===== src/rtl/audio_frame_reader.sv =====
`timescale 1ns/1ps
// audio_frame_reader
//
// Consumer end of the microphone sampler's frame interface. Holds `start`
// to arm the sampler and waits for the rising edge of its `done` level. On
// that edge it captures all FRAME_LEN parallel samples into a local frame
// buffer. It then streams the words one at a time over a valid/ready
// interface. The sampler is re-armed only after the last word is accepted.
//
// Ports
//   clk_25         25 MHz system clock; all registers use this clock
//   reset          synchronous, active-high reset
//   frame_done     sampler done level, already in the clk_25 domain
//   frame_data     packed samples, s0 in the least significant SAMPLE_W bits
//   start          capture request to the sampler (level)
//   out_valid      out_data holds a valid sample
//   out_ready      downstream accepts when high together with out_valid
//   out_data       current sample
//   out_index      position of out_data in the frame
//   out_last       high with out_valid on the final word of the frame
//   busy           high while the frame is being streamed
//   overrun_count  saturating count of frames that arrived while streaming
//
// Build option
//   AUDIO_FRAME_DC_REMOVE_EN  when defined, each sample has its MSB inverted
//                             at capture (offset binary -> two's complement)
//                             and out_data is declared signed.

module audio_frame_reader #(
  parameter int SAMPLE_W  = 18,
  parameter int FRAME_LEN = 16
) (
  input  logic                            clk_25,
  input  logic                            reset,
  input  logic                            frame_done,
  input  logic [SAMPLE_W*FRAME_LEN-1:0]   frame_data,
  output logic                            start,
  output logic                            out_valid,
  input  logic                            out_ready,
`ifdef AUDIO_FRAME_DC_REMOVE_EN
  output logic signed [SAMPLE_W-1:0]      out_data,
`else
  output logic [SAMPLE_W-1:0]             out_data,
`endif
  output logic [$clog2(FRAME_LEN)-1:0]    out_index,
  output logic                            out_last,
  output logic                            busy,
  output logic [7:0]                      overrun_count
);

  localparam int IDX_W = $clog2(FRAME_LEN);
  localparam logic [IDX_W-1:0] LAST_IDX = IDX_W'(FRAME_LEN - 1);

  localparam logic [1:0] ST_IDLE   = 2'd0;
  localparam logic [1:0] ST_ARM    = 2'd1;
  localparam logic [1:0] ST_STREAM = 2'd2;

  logic [1:0]          state;
  logic                done_q;
  logic [IDX_W-1:0]    idx;
  logic [SAMPLE_W-1:0] frame_buf [FRAME_LEN];

  logic done_rise;
  logic in_stream;
  logic fire;
  logic capture;

  // A done level held for many cycles yields a single rise.
  assign done_rise = frame_done & ~done_q;
  assign in_stream = (state == ST_STREAM);
  assign fire      = in_stream & out_ready;
  assign capture   = (state == ST_ARM) & done_rise;

  function automatic logic [SAMPLE_W-1:0] condition_sample(
    input logic [SAMPLE_W-1:0] raw
  );
`ifdef AUDIO_FRAME_DC_REMOVE_EN
    // Flipping the MSB subtracts midscale: 0x20000 -> 0, 0 -> -2^(W-1).
    condition_sample = {~raw[SAMPLE_W-1], raw[SAMPLE_W-2:0]};
`else
    condition_sample = raw;
`endif
  endfunction

  // Control: FSM, word index, done edge detector, overrun counter.
  always_ff @(posedge clk_25) begin
    if (reset) begin
      state         <= ST_IDLE;
      idx           <= '0;
      done_q        <= 1'b0;
      overrun_count <= '0;
    end else begin
      done_q <= frame_done;
      case (state)
        ST_IDLE: state <= ST_ARM;
        ST_ARM: begin
          if (done_rise) begin
            state <= ST_STREAM;
            idx   <= '0;
          end
        end
        ST_STREAM: begin
          if (fire) begin
            if (idx == LAST_IDX) state <= ST_ARM;
            else                 idx   <= idx + 1'b1;
          end
          // A frame arriving mid-stream, including on the last handshake,
          // is dropped and only counted.
          if (done_rise && (overrun_count != 8'hFF))
            overrun_count <= overrun_count + 1'b1;
        end
        default: state <= ST_IDLE;
      endcase
    end
  end

  // Data: frame buffer is written only on capture and needs no reset.
  always_ff @(posedge clk_25) begin
    if (capture) begin
      for (int k = 0; k < FRAME_LEN; k++)
        frame_buf[k] <= condition_sample(frame_data[k*SAMPLE_W +: SAMPLE_W]);
    end
  end

  // Outputs decode from registered state only, so they cannot change while
  // a word is stalled, and read as zero outside STREAM.
  assign start     = (state == ST_ARM);
  assign busy      = in_stream;
  assign out_valid = in_stream;
  assign out_index = in_stream ? idx : '0;
  assign out_last  = in_stream && (idx == LAST_IDX);
  assign out_data  = in_stream ? frame_buf[idx] : '0;

endmodule


===== config.mk =====
export PLATFORM = sky130hd
export DESIGN_NAME = audio_frame_reader
export DESIGN_NICKNAME = d
export VERILOG_FILES = /design/src/rtl/audio_frame_reader.sv
export SDC_FILE = /design/constraint.sdc
export NUM_CORES = 1
export LEC_CHECK = 0
export CELL_PAD_IN_SITES_DETAIL_PLACEMENT = 1
export CELL_PAD_IN_SITES_GLOBAL_PLACEMENT = 1
export CORE_AREA = 2 2 227 140
export DETAILED_ROUTE_END_ITERATION = 8
export DIE_AREA = 0 0 229 142
export GPL_ROUTABILITY_DRIVEN = 0
export MAX_ROUTING_LAYER = met4
export PLACE_DENSITY = 0.9
export SLEW_MARGIN = 20
export SYNTH_ARGS = -nofsm -noshare
export SYNTH_HDL_FRONTEND = slang
export SYNTH_SLANG_ARGS = --single-unit

===== constraint.sdc =====
create_clock -name clk_25 -period 45.1 [get_ports clk_25]
set_clock_uncertainty 0.15 [all_clocks]
set_input_delay 9.02 -clock clk_25 [delete_from_list [all_inputs] [get_ports clk_25]]
set_output_delay 9.02 -clock clk_25 [all_outputs]
set_load 0.05 [all_outputs]

==> out/metrics.yaml <==
status: "complete, no violations"
antenna_found_initial: 9
cts-resized-gates: 0
synth_edf_count: 288
reg2reg_setup_slack_ns: 42.59
worstHoldPathType: "reg2reg"
post-route-period-util_pct: 29.2
design_area_mm2: 0.0167
min_path_cells: 2
instances_no_fill: 1425
dp.cells: 1358
reg2reg_depth: 5
grt_pass1_vias: 7870
insertion_delay_ns: 0.57
placement_rows: 50
relSlewSlack_pct: 32.2
core_mm2: 0.0305
layout-drive-gt1-share_pct: 9.51
grt_start_max_net_pins: 165
drtPass1Iterations: 5
grt_usage_pct: 22.7
path_buf_inv: 2
crit_slowest_cell: "buf_4"
ys_ff_latch: 307
synth_cell_type_count: 47
setup-violations-final: 0
start_kind: "flip-flop"
cts_buffer_depth: 3
numCtsBuffers: 31
synthTopCellsByArea: "edfxtp_1, mux2i_1, mux4_2"
fin_util_pct: 54.6
syn-instance-count: 643
timing.setup.tns_ns: 0
numPortBuffers: 325
cp_max_fo: 55
finalHoldViolCount: 0
synth.top_cell.area_share_pct: 71.8
path_cells: "buf_4 -> mux4_2 -> a22o_1 -> a221o_1 -> clkdlybuf4s50_1"
placed_area_mm2: 0.0156
die_w_um: 229
clk_pin_slew_worst_paths_ns: 0.06
peakVddDrop_v: 0.0000337
cp.arrival_ns: 4.02
route.detailed.drc: 0
netlist_area_mm2: 0.0120
synth_nets: 937
yosys.area.top_type: "edfxtp_1"
vias: 7432
syn_to_final_growth_pct: 38.4
drv_slew: 0
cts_root_buffer: "clkbuf_16"
ys_seq_area_share_pct: 75.0
die_area_mm2: 0.0325
cts_setup_buffers: 0
yosysWarnings: 0
crit_type: "reg2out"
rsz0062_at_grt: "no"
path_delay_family: "buffers and inverters"
htreeDepth: 1
async_flop_share_pct: 0
powerDensity_mw_per_mm2: 37.9
grt.overflow.total: 0
grt_pass1_wl_mm: 52.0
total_power_w: 0.000632
ys_dominant_reg_cell: "edfxtp_1"
ctsHoldBuffers: 0
hpwl_mm: 26.4
detail_route.wirelength_mm: 36.6
postSynthAreaPerCell_um2: 18.7
fmax_ghz: 0.0758
leakage_nw: 5.34
drt_iter0_markers: 580
cp-end-kind: "primary output"
die_y_um: 142
detail-route-antenna-nets: 0
regToRegStartpoint: "state[0]"
worst_pin_slew_ns: 1.02
max-cap-violations: 0
period_needed_ns: 13.19
hp-start: "overrun_count[7]"
min_to: "overrun_count[7]"
required_ns: 35.93
clock-sinks: 307
via_per_inst: 5.22
tritoncts: "built"
max_stage_delay_ns: 0.83
initial_core_util_pct: 39.4
num-nets-final: 1270
io-pin-count: 326
wl_per_cell_um: 25.7
==> final cells by class <==
type / count / area (µm²)
Timing Repair Buffer: 335 / 3340
Sequential cell: 307 / 9030
Tap cell: 416 / 520
Fill cell: 2894 / 13900
Clock inverter: 19 / 185
Clock buffer: 37 / 798
Antenna cell: 10 / 25.0
Multi-Input combinational cell: 298 / 2750
Inverter: 3 / 11.3
==> stage by stage <==
stage               hold slack (ns)  setup slack [ns]
finish                        0.381             31.91
global placement              0.347             32.51
detailed placement            0.376             32.44
floorplan                     0.330              5.84
global route                  0.409             31.70
CTS                           0.386             31.83
==> how the worst max path moves through the flow <==
stage	start	endpoint	slack (ns)	depth (start not counted)
floorplan	frame_done	flip-flop	5.84	4
global placement	flip-flop	out_data[0]	32.51	5
detailed placement	flip-flop	out_data[0]	32.44	5
CTS	flip-flop	out_data[0]	31.83	5
global route	flip-flop	out_data[15]	31.70	5
finish	flip-flop	out_data[0]	31.91	5
==> cell usage in the layout, fill, tap and decap left out, drive strengths merged, types with 3 or more instances in the layout <==
| cell type | count |
|---|---|
| nand2 | 14 |
| clkbuf | 37 |
| mux2i | 79 |
| nor2 | 18 |
| clkinvlp | 3 |
| a21oi | 8 |
| clkdlybuf4s50 | 325 |
| mux4 | 30 |
| nor4b | 3 |
| inv | 4 |
| and3 | 9 |
| clkinv | 12 |
| a221o | 10 |
| nor2b | 9 |
| a211oi | 6 |
| o31ai | 3 |
| nand2b | 3 |
| dfxtp | 19 |
| a22oi | 39 |
| o2111ai | 3 |
| bufinv | 3 |
| o21ai | 4 |
| nand3 | 19 |
| diode | 10 |
| edfxtp | 288 |
| buf | 10 |
| xor2 | 5 |
| a22o | 7 |
| and2 | 9 |
==> cell families after synthesis <==
family / count (synthesis) / share of synthesized area, %
DFF: 307 / 75.0
muxes: 109 / 12.2
and+or+nand+nor: 97 / 4.53
AOI/OAI and AO/OA: 84 / 5.28
buffers and inverters: 38 / 2.38
xor gates and xnor gates: 6 / 0.436
adders and majority gates: 2 / 0.208
==> registers in the layout, summed over array words and instances (netlist names), named ones only <==
name,count
done_q,1
idx,4
frame_buf,288
overrun_count,8
state,2
==> routing by layer <==
metal	global-route usage, %	share of wire (%)	vias up
li1	-	-	3291
met1	31.0	44	3792
met2	33.7	46	272
met3	5.31	6.5	77
met4	7.38	3.2	0
met5	-	0	-
==> power breakdown <==
part	switching, W	internal, W	total, W
clock network	0.000111	0.000143	0.000254
logic	0.0000187	0.0000290	0.0000476
registers	0.00000435	0.000326	0.000330
==> worst min-delay path: cells and delay by family (launching register included) <==
kind	cells	cell delay [ns]
and+or+nand+nor	1	0.08
DFF	1	0.34
AOI/OAI and AO/OA	1	0.07
==> synth_stat cells, types with 2 or more instances <==
| master | count |
|---|---|
| edfxtp_1 | 288 |
| mux2i_1 | 79 |
| a22oi_1 | 39 |
| mux4_2 | 30 |
| dfxtp_1 | 19 |
| nand3_1 | 19 |
| nor2_1 | 18 |
| nand2_1 | 14 |
| a221o_1 | 10 |
| and3_1 | 9 |
| clkbuf_1 | 9 |
| nor2b_1 | 9 |
| a21oi_1 | 8 |
| and2_1 | 8 |
| buf_6 | 8 |
| a22o_1 | 7 |
| buf_4 | 7 |
| a211oi_1 | 6 |
| buf_2 | 6 |
| xor2_1 | 5 |
| o21ai_0 | 4 |
| buf_8 | 3 |
| nor4b_1 | 3 |
| o2111ai_1 | 3 |
| o31ai_1 | 3 |
| a31oi_1 | 2 |
| ha_1 | 2 |
| inv_1 | 2 |
| nand2b_1 | 2 |
| nand3b_1 | 2 |
| nand4_1 | 2 |
| o211ai_1 | 2 |
(Power assumes the default switching activity.)
